## src/rtl/uart_tx_unit.sv

```systemverilog
// UART transmitter: byte FIFO in front of an 11-bit frame serialiser
// (start, D0..D7 LSB first, even parity, stop), advanced by the tx_tick strobe.
module uart_tx_unit #(
    parameter int FIFO_WIDTH = 8,
    parameter int FIFO_DEPTH = 8
) (
    input  logic                  clk,
    input  logic                  rst,
    input  logic                  tx_tick,
    input  logic                  wen,
    input  logic [FIFO_WIDTH-1:0] write_data,
    output logic                  tx,
    output logic                  tx_busy,
    output logic                  tx_full,
    output logic                  tx_empty,
    output logic [2:0]            dbg_state_o
);
    localparam int PW = $clog2(FIFO_DEPTH);
    localparam int CW = PW + 1;
    localparam int BW = (FIFO_WIDTH > 1) ? $clog2(FIFO_WIDTH) : 1;
    localparam logic [BW-1:0] LAST_BIT = BW'(FIFO_WIDTH - 1);

    typedef enum logic [2:0] {
        IDLE   = 3'd0,
        START  = 3'd1,
        DATA   = 3'd2,
        PARITY = 3'd3,
        STOP   = 3'd4
    } state_t;

    logic [FIFO_WIDTH-1:0] mem_q [FIFO_DEPTH];
    logic [PW-1:0]         wr_ptr_q, rd_ptr_q;
    logic [CW-1:0]         count_q, count_d;
    logic                  full_q, empty_q;
    logic                  push, pop;
    logic [FIFO_WIDTH-1:0] head;

    state_t                state_q;
    logic [FIFO_WIDTH-1:0] sh_q;
    logic                  par_q;
    logic [BW-1:0]         bitcnt_q;
    logic                  tx_q, busy_q;

    // Host handshake: wen acts as valid and !tx_full as ready; a write with
    // tx_full high is dropped unless a frame start frees a slot that same cycle.
    assign head = mem_q[rd_ptr_q];
    assign pop  = tx_tick && !empty_q && ((state_q == IDLE) || (state_q == STOP));
    assign push = wen && (!full_q || pop);

    always_comb begin
        count_d = count_q;
        if (push && !pop) begin
            count_d = count_q + CW'(1);
        end else if (pop && !push) begin
            count_d = count_q - CW'(1);
        end
    end

    always_ff @(posedge clk) begin
        if (push) begin
            mem_q[wr_ptr_q] <= write_data;
        end
    end

    always_ff @(posedge clk) begin
        if (rst) begin
            wr_ptr_q <= '0;
            rd_ptr_q <= '0;
            count_q  <= '0;
            full_q   <= 1'b0;
            empty_q  <= 1'b1;
        end else begin
            if (push) begin
                wr_ptr_q <= wr_ptr_q + PW'(1);
            end
            if (pop) begin
                rd_ptr_q <= rd_ptr_q + PW'(1);
            end
            count_q <= count_d;
            full_q  <= (count_d == CW'(FIFO_DEPTH));
            empty_q <= (count_d == '0);
        end
    end

    // Every transition, and therefore every tx change, happens only on a tick.
    always_ff @(posedge clk) begin
        if (rst) begin
            state_q  <= IDLE;
            sh_q     <= '0;
            par_q    <= 1'b0;
            bitcnt_q <= '0;
            tx_q     <= 1'b1;
            busy_q   <= 1'b0;
        end else if (tx_tick) begin
            case (state_q)
                IDLE: begin
                    if (!empty_q) begin
                        sh_q    <= head;
                        par_q   <= ^head;
                        tx_q    <= 1'b0;
                        busy_q  <= 1'b1;
                        state_q <= START;
                    end else begin
                        tx_q <= 1'b1;
                    end
                end
                START: begin
                    tx_q     <= sh_q[0];
                    bitcnt_q <= '0;
                    state_q  <= DATA;
                end
                DATA: begin
                    sh_q     <= sh_q >> 1;
                    bitcnt_q <= bitcnt_q + BW'(1);
                    if (bitcnt_q == LAST_BIT) begin
                        tx_q    <= par_q;
                        state_q <= PARITY;
                    end else begin
                        tx_q <= sh_q[1];
                    end
                end
                PARITY: begin
                    tx_q    <= 1'b1;
                    state_q <= STOP;
                end
                STOP: begin
                    if (!empty_q) begin
                        sh_q    <= head;
                        par_q   <= ^head;
                        tx_q    <= 1'b0;
                        state_q <= START;
                    end else begin
                        tx_q    <= 1'b1;
                        busy_q  <= 1'b0;
                        state_q <= IDLE;
                    end
                end
                default: begin
                    tx_q    <= 1'b1;
                    busy_q  <= 1'b0;
                    state_q <= IDLE;
                end
            endcase
        end
    end

    assign tx          = tx_q;
    assign tx_busy     = busy_q;
    assign tx_full     = full_q;
    assign tx_empty    = empty_q;
    assign dbg_state_o = state_q;

endmodule

```

## config.mk

```make
export PLATFORM = sky130hd
export DESIGN_NAME = uart_tx_unit
export DESIGN_NICKNAME = d
export VERILOG_FILES = /design/src/rtl/uart_tx_unit.sv
export SDC_FILE = /design/constraint.sdc
export NUM_CORES = 1
export LEC_CHECK = 0
export ABC_AREA = 1
export CORE_ASPECT_RATIO = 0.6
export CORE_MARGIN = 3
export CORE_UTILIZATION = 26
export CTS_CLUSTER_DIAMETER = 80
export DETAILED_ROUTE_END_ITERATION = 16
export DONT_BUFFER_PORTS = 1
export GPL_TIMING_DRIVEN = 0
export SLEW_MARGIN = 20
export SYNTH_ARGS = -nofsm -noshare
export SYNTH_HDL_FRONTEND = slang
export SYNTH_SLANG_ARGS = --single-unit
```

## constraint.sdc

```tcl
create_clock -name clk -period 2.5 [get_ports clk]
set_input_delay 0.125 -clock clk [delete_from_list [all_inputs] [get_ports clk]]
set_output_delay 0.125 -clock clk [all_outputs]
set_load 0.05 [all_outputs]
```

==> flow_summary.json <==
{
  "vias_per_cell": 4.18,
  "drt_iter0_drc": 231,
  "syn_inst": 530,
  "grt_setup_unrepaired": "yes",
  "yosys.cell_types.count": 35,
  "clock_power_share": 0.318,
  "combPwrFrac": 0.249,
  "die_height_um": 108,
  "wl_per_cell_um": 13.2,
  "initial_core_util": 0.272,
  "critPathSlowestCell": "dfxtp_1",
  "hp-start": "tx_tick",
  "die_x_um": 176,
  "worst-path-max-fanout": 10,
  "port_buffers": 0,
  "vias": 3288,
  "worstSetupStartpointType": "register",
  "clockRootBuffer": "clkbuf_16",
  "first_pass_iters": 5,
  "antenna_left": 0,
  "async_flop_share": 0,
  "synthesis.nets": 548,
  "hp-class": "input port to register",
  "ys_ff_latch": 96,
  "synth-edff-count": 64,
  "cts.path.max_buffers": 2,
  "antenna_cells": 0,
  "syn_area_mm2": 0.00452,
  "peakVddDrop_v": 0.000346,
  "slew_violations": 0,
  "grt_pass1_vias": 3257,
  "track_usage": 0.116,
  "internal_power_mw": 3.05,
  "clk_pin_slew_worst_paths_ns": 0.06,
  "skew_ns": 0.00701,
  "pwr-share-seq": 0.433,
  "synth-seq-area-share": 0.567,
  "die_area_mm2": 0.0191,
  "setup_viol": 0,
  "power_density_mw_per_mm2": 853,
  "wirelength_um": 10400,
  "cts_sinks": 96,
  "r2r_start": "dbg_state_o[1]",
  "cap_violations": 0,
  "r2r_slack_ns": 0.08,
  "antenna_found_initial": 0,
  "drc": 0,
  "clk-insertion-delay-late_ns": 0.34,
  "min_to": "dbg_state_o[1]",
  "grt_max_degree": 16,
  "syn_to_final_growth_pct": 18.1,
  "ys_dominant_reg_cell": "edfxtp_1",
  "hold_depth": 4,
  "grt_pass1_wl_um": 17200,
  "crit_type": "register to register",
  "slew_headroom": 0.492,
  "fin_tns_setup_ns": 0,
  "finalCritPeriodShare": 0.968,
  "utilization": 0.321,
  "overflow": 0,
  "yosysWarnings": 0,
  "htree_num_levels": 3,
  "cp.required_ns": 2.47,
  "end_kind": "register",
  "ios": 19,
  "hpwl_um": 7290,
  "max_stage_delay_ns": 0.56,
  "switching_share": 0.330,
  "p_leak_nw": 2.31,
  "layout-drive-gt1-share": 0.0896,
  "final_net_count": 572,
  "path_cells": "nor2_8, nand3_4, a21oi_4, nand2_1, nor2_2",
  "hold_violations": 0,
  "rr_endpoint": "mem_q[0][7]",
  "rr_worst_depth": 5,
  "critPathBufInv": 0,
  "cts_tree": "done",
  "status": "completed",
  "layout_commonest_cell": "nand2_1",
  "critical_path.top_delay_family": "simple AND/OR/NAND/NOR gates",
  "p_switching_mw": 1.50,
  "clock.fmax_mhz": 413,
  "syn_avg_cell_area_um2": 8.53,
  "finalCriticalPeriod_ns": 2.42,
  "tightestPinTransition_ns": 0.760,
  "num_rows": 36,
  "crit_arrival_ns": 2.39,
  "final_cell_mix": "nand2_1, inv_1, edfxtp_1, nand3_1, dfxtp_1",
  "numCtsBuffers": 9,
  "core-area_mm2": 0.0166,
  "gp_congestion": 0.794
}
[synth_stat cells (5+ instances only)]
cell	number	area [um2]
nand2_1	174	653
inv_1	86	323
edfxtp_1	64	1920
nand3_1	49	245
nor2_1	33	124
dfxtp_1	32	641
a21oi_1	24	120
o21ai_0	18	90.1
buf_2	9	45.0
ha_1	6	75.1
clkbuf_1	5	18.8
[registers in the layout (all words and copies together), names as in the netlist, named ones only]
signal and cells:
tx_busy 1, tx 1, dbg_state_o 3, count_q 4, bitcnt_q 3, mem_q 64, sh_q 8, tx_full 1
par_q 1, tx_empty 1, wr_ptr_q 3, rd_ptr_q 3
[per-stage QoR]
stage               power, mW  area [um2]  hold WS [ns]  setup WS, ns  cells
floorplan                2.82        4520         0.224         0.306    530
global placement         3.08        4810         0.224        -0.386    758
detailed placement       3.09        4810         0.224        -0.387    758
CTS                      4.57        5240        0.0495        -0.175    782
global route             4.83        5340        0.0731       -0.0821    786
finish                   4.56        5340        0.0604        0.0792    786
[routing by layer]
metal,vias to the layer above,share of wire,GRT usage
li1,1725,-,-
met1,1481,0.54,0.177
met5,-,0,0
met2,72,0.40,0.164
met4,0,0.0076,0.0288
met3,10,0.054,0.0246
[final cells by class]
class / instances / area, um2
Clock buffer: 10 / 229
Clock inverter: 5 / 81.3
Inverter: 89 / 337
Sequential cell: 96 / 2560
Buffer: 17 / 86.3
Fill cell: 1734 / 11300
Multi-Input combinational cell: 328 / 1590
Tap cell: 228 / 285
Timing Repair Buffer: 13 / 170
[cells by family after synthesis]
logic type / Yosys count / synth area share
buffers and inverters: 106 / 0.0935
XOR/XNOR: 5 / 0.0130
AO/OA/AOI/OAI: 53 / 0.0672
flip-flops: 96 / 0.567
AND/OR/NAND/NOR: 264 / 0.243
adder cells (fa/ha/maj): 6 / 0.0166
[worst max path at each step]
stage	cells past startpoint	start	slack, ns	endpoint
global placement	7	dbg_state_o[0]	-0.39	mem_q[5][4]
floorplan	7	dbg_state_o[0]	0.31	mem_q[5][0]
detailed placement	7	dbg_state_o[0]	-0.39	mem_q[5][4]
global route	5	dbg_state_o[1]	-0.08	mem_q[0][2]
finish	5	dbg_state_o[1]	0.08	mem_q[0][7]
CTS	5	dbg_state_o[0]	-0.18	mem_q[2][7]
[tightest hold or removal path, stage by stage]
cell and delay [ns]:
o31ai_1 0.04, nor2_1 0.07, nand2_1 0.06, a21oi_1 0.05
[power by group through the flow]
stage / combinational [mW] / clock (mW) / sequential (mW)
after CTS: 1.12 / 1.48 / 1.97
after global routing: 1.32 / 1.53 / 1.99
final: 1.14 / 1.45 / 1.97
after floorplan: 0.839 / 0 / 1.98
after detailed placement: 1.09 / 0 / 2.01
after global placement: 1.07 / 0 / 2.01
[repair_timing]
| action | 4_1_cts | 5_1_grt |
|---|---|---|
| cloned | 0 | 0 |
| hold endpoints to repair | 65 | 0 |
| gates resized for setup | 9 | 6 |
| buffers inserted | 0 | 4 |
| pin swaps | 0 | 4 |
| setup endpoints to repair | 64 | 56 |
| hold buffers | 9 | 0 |
(Power assumes the default switching activity.)
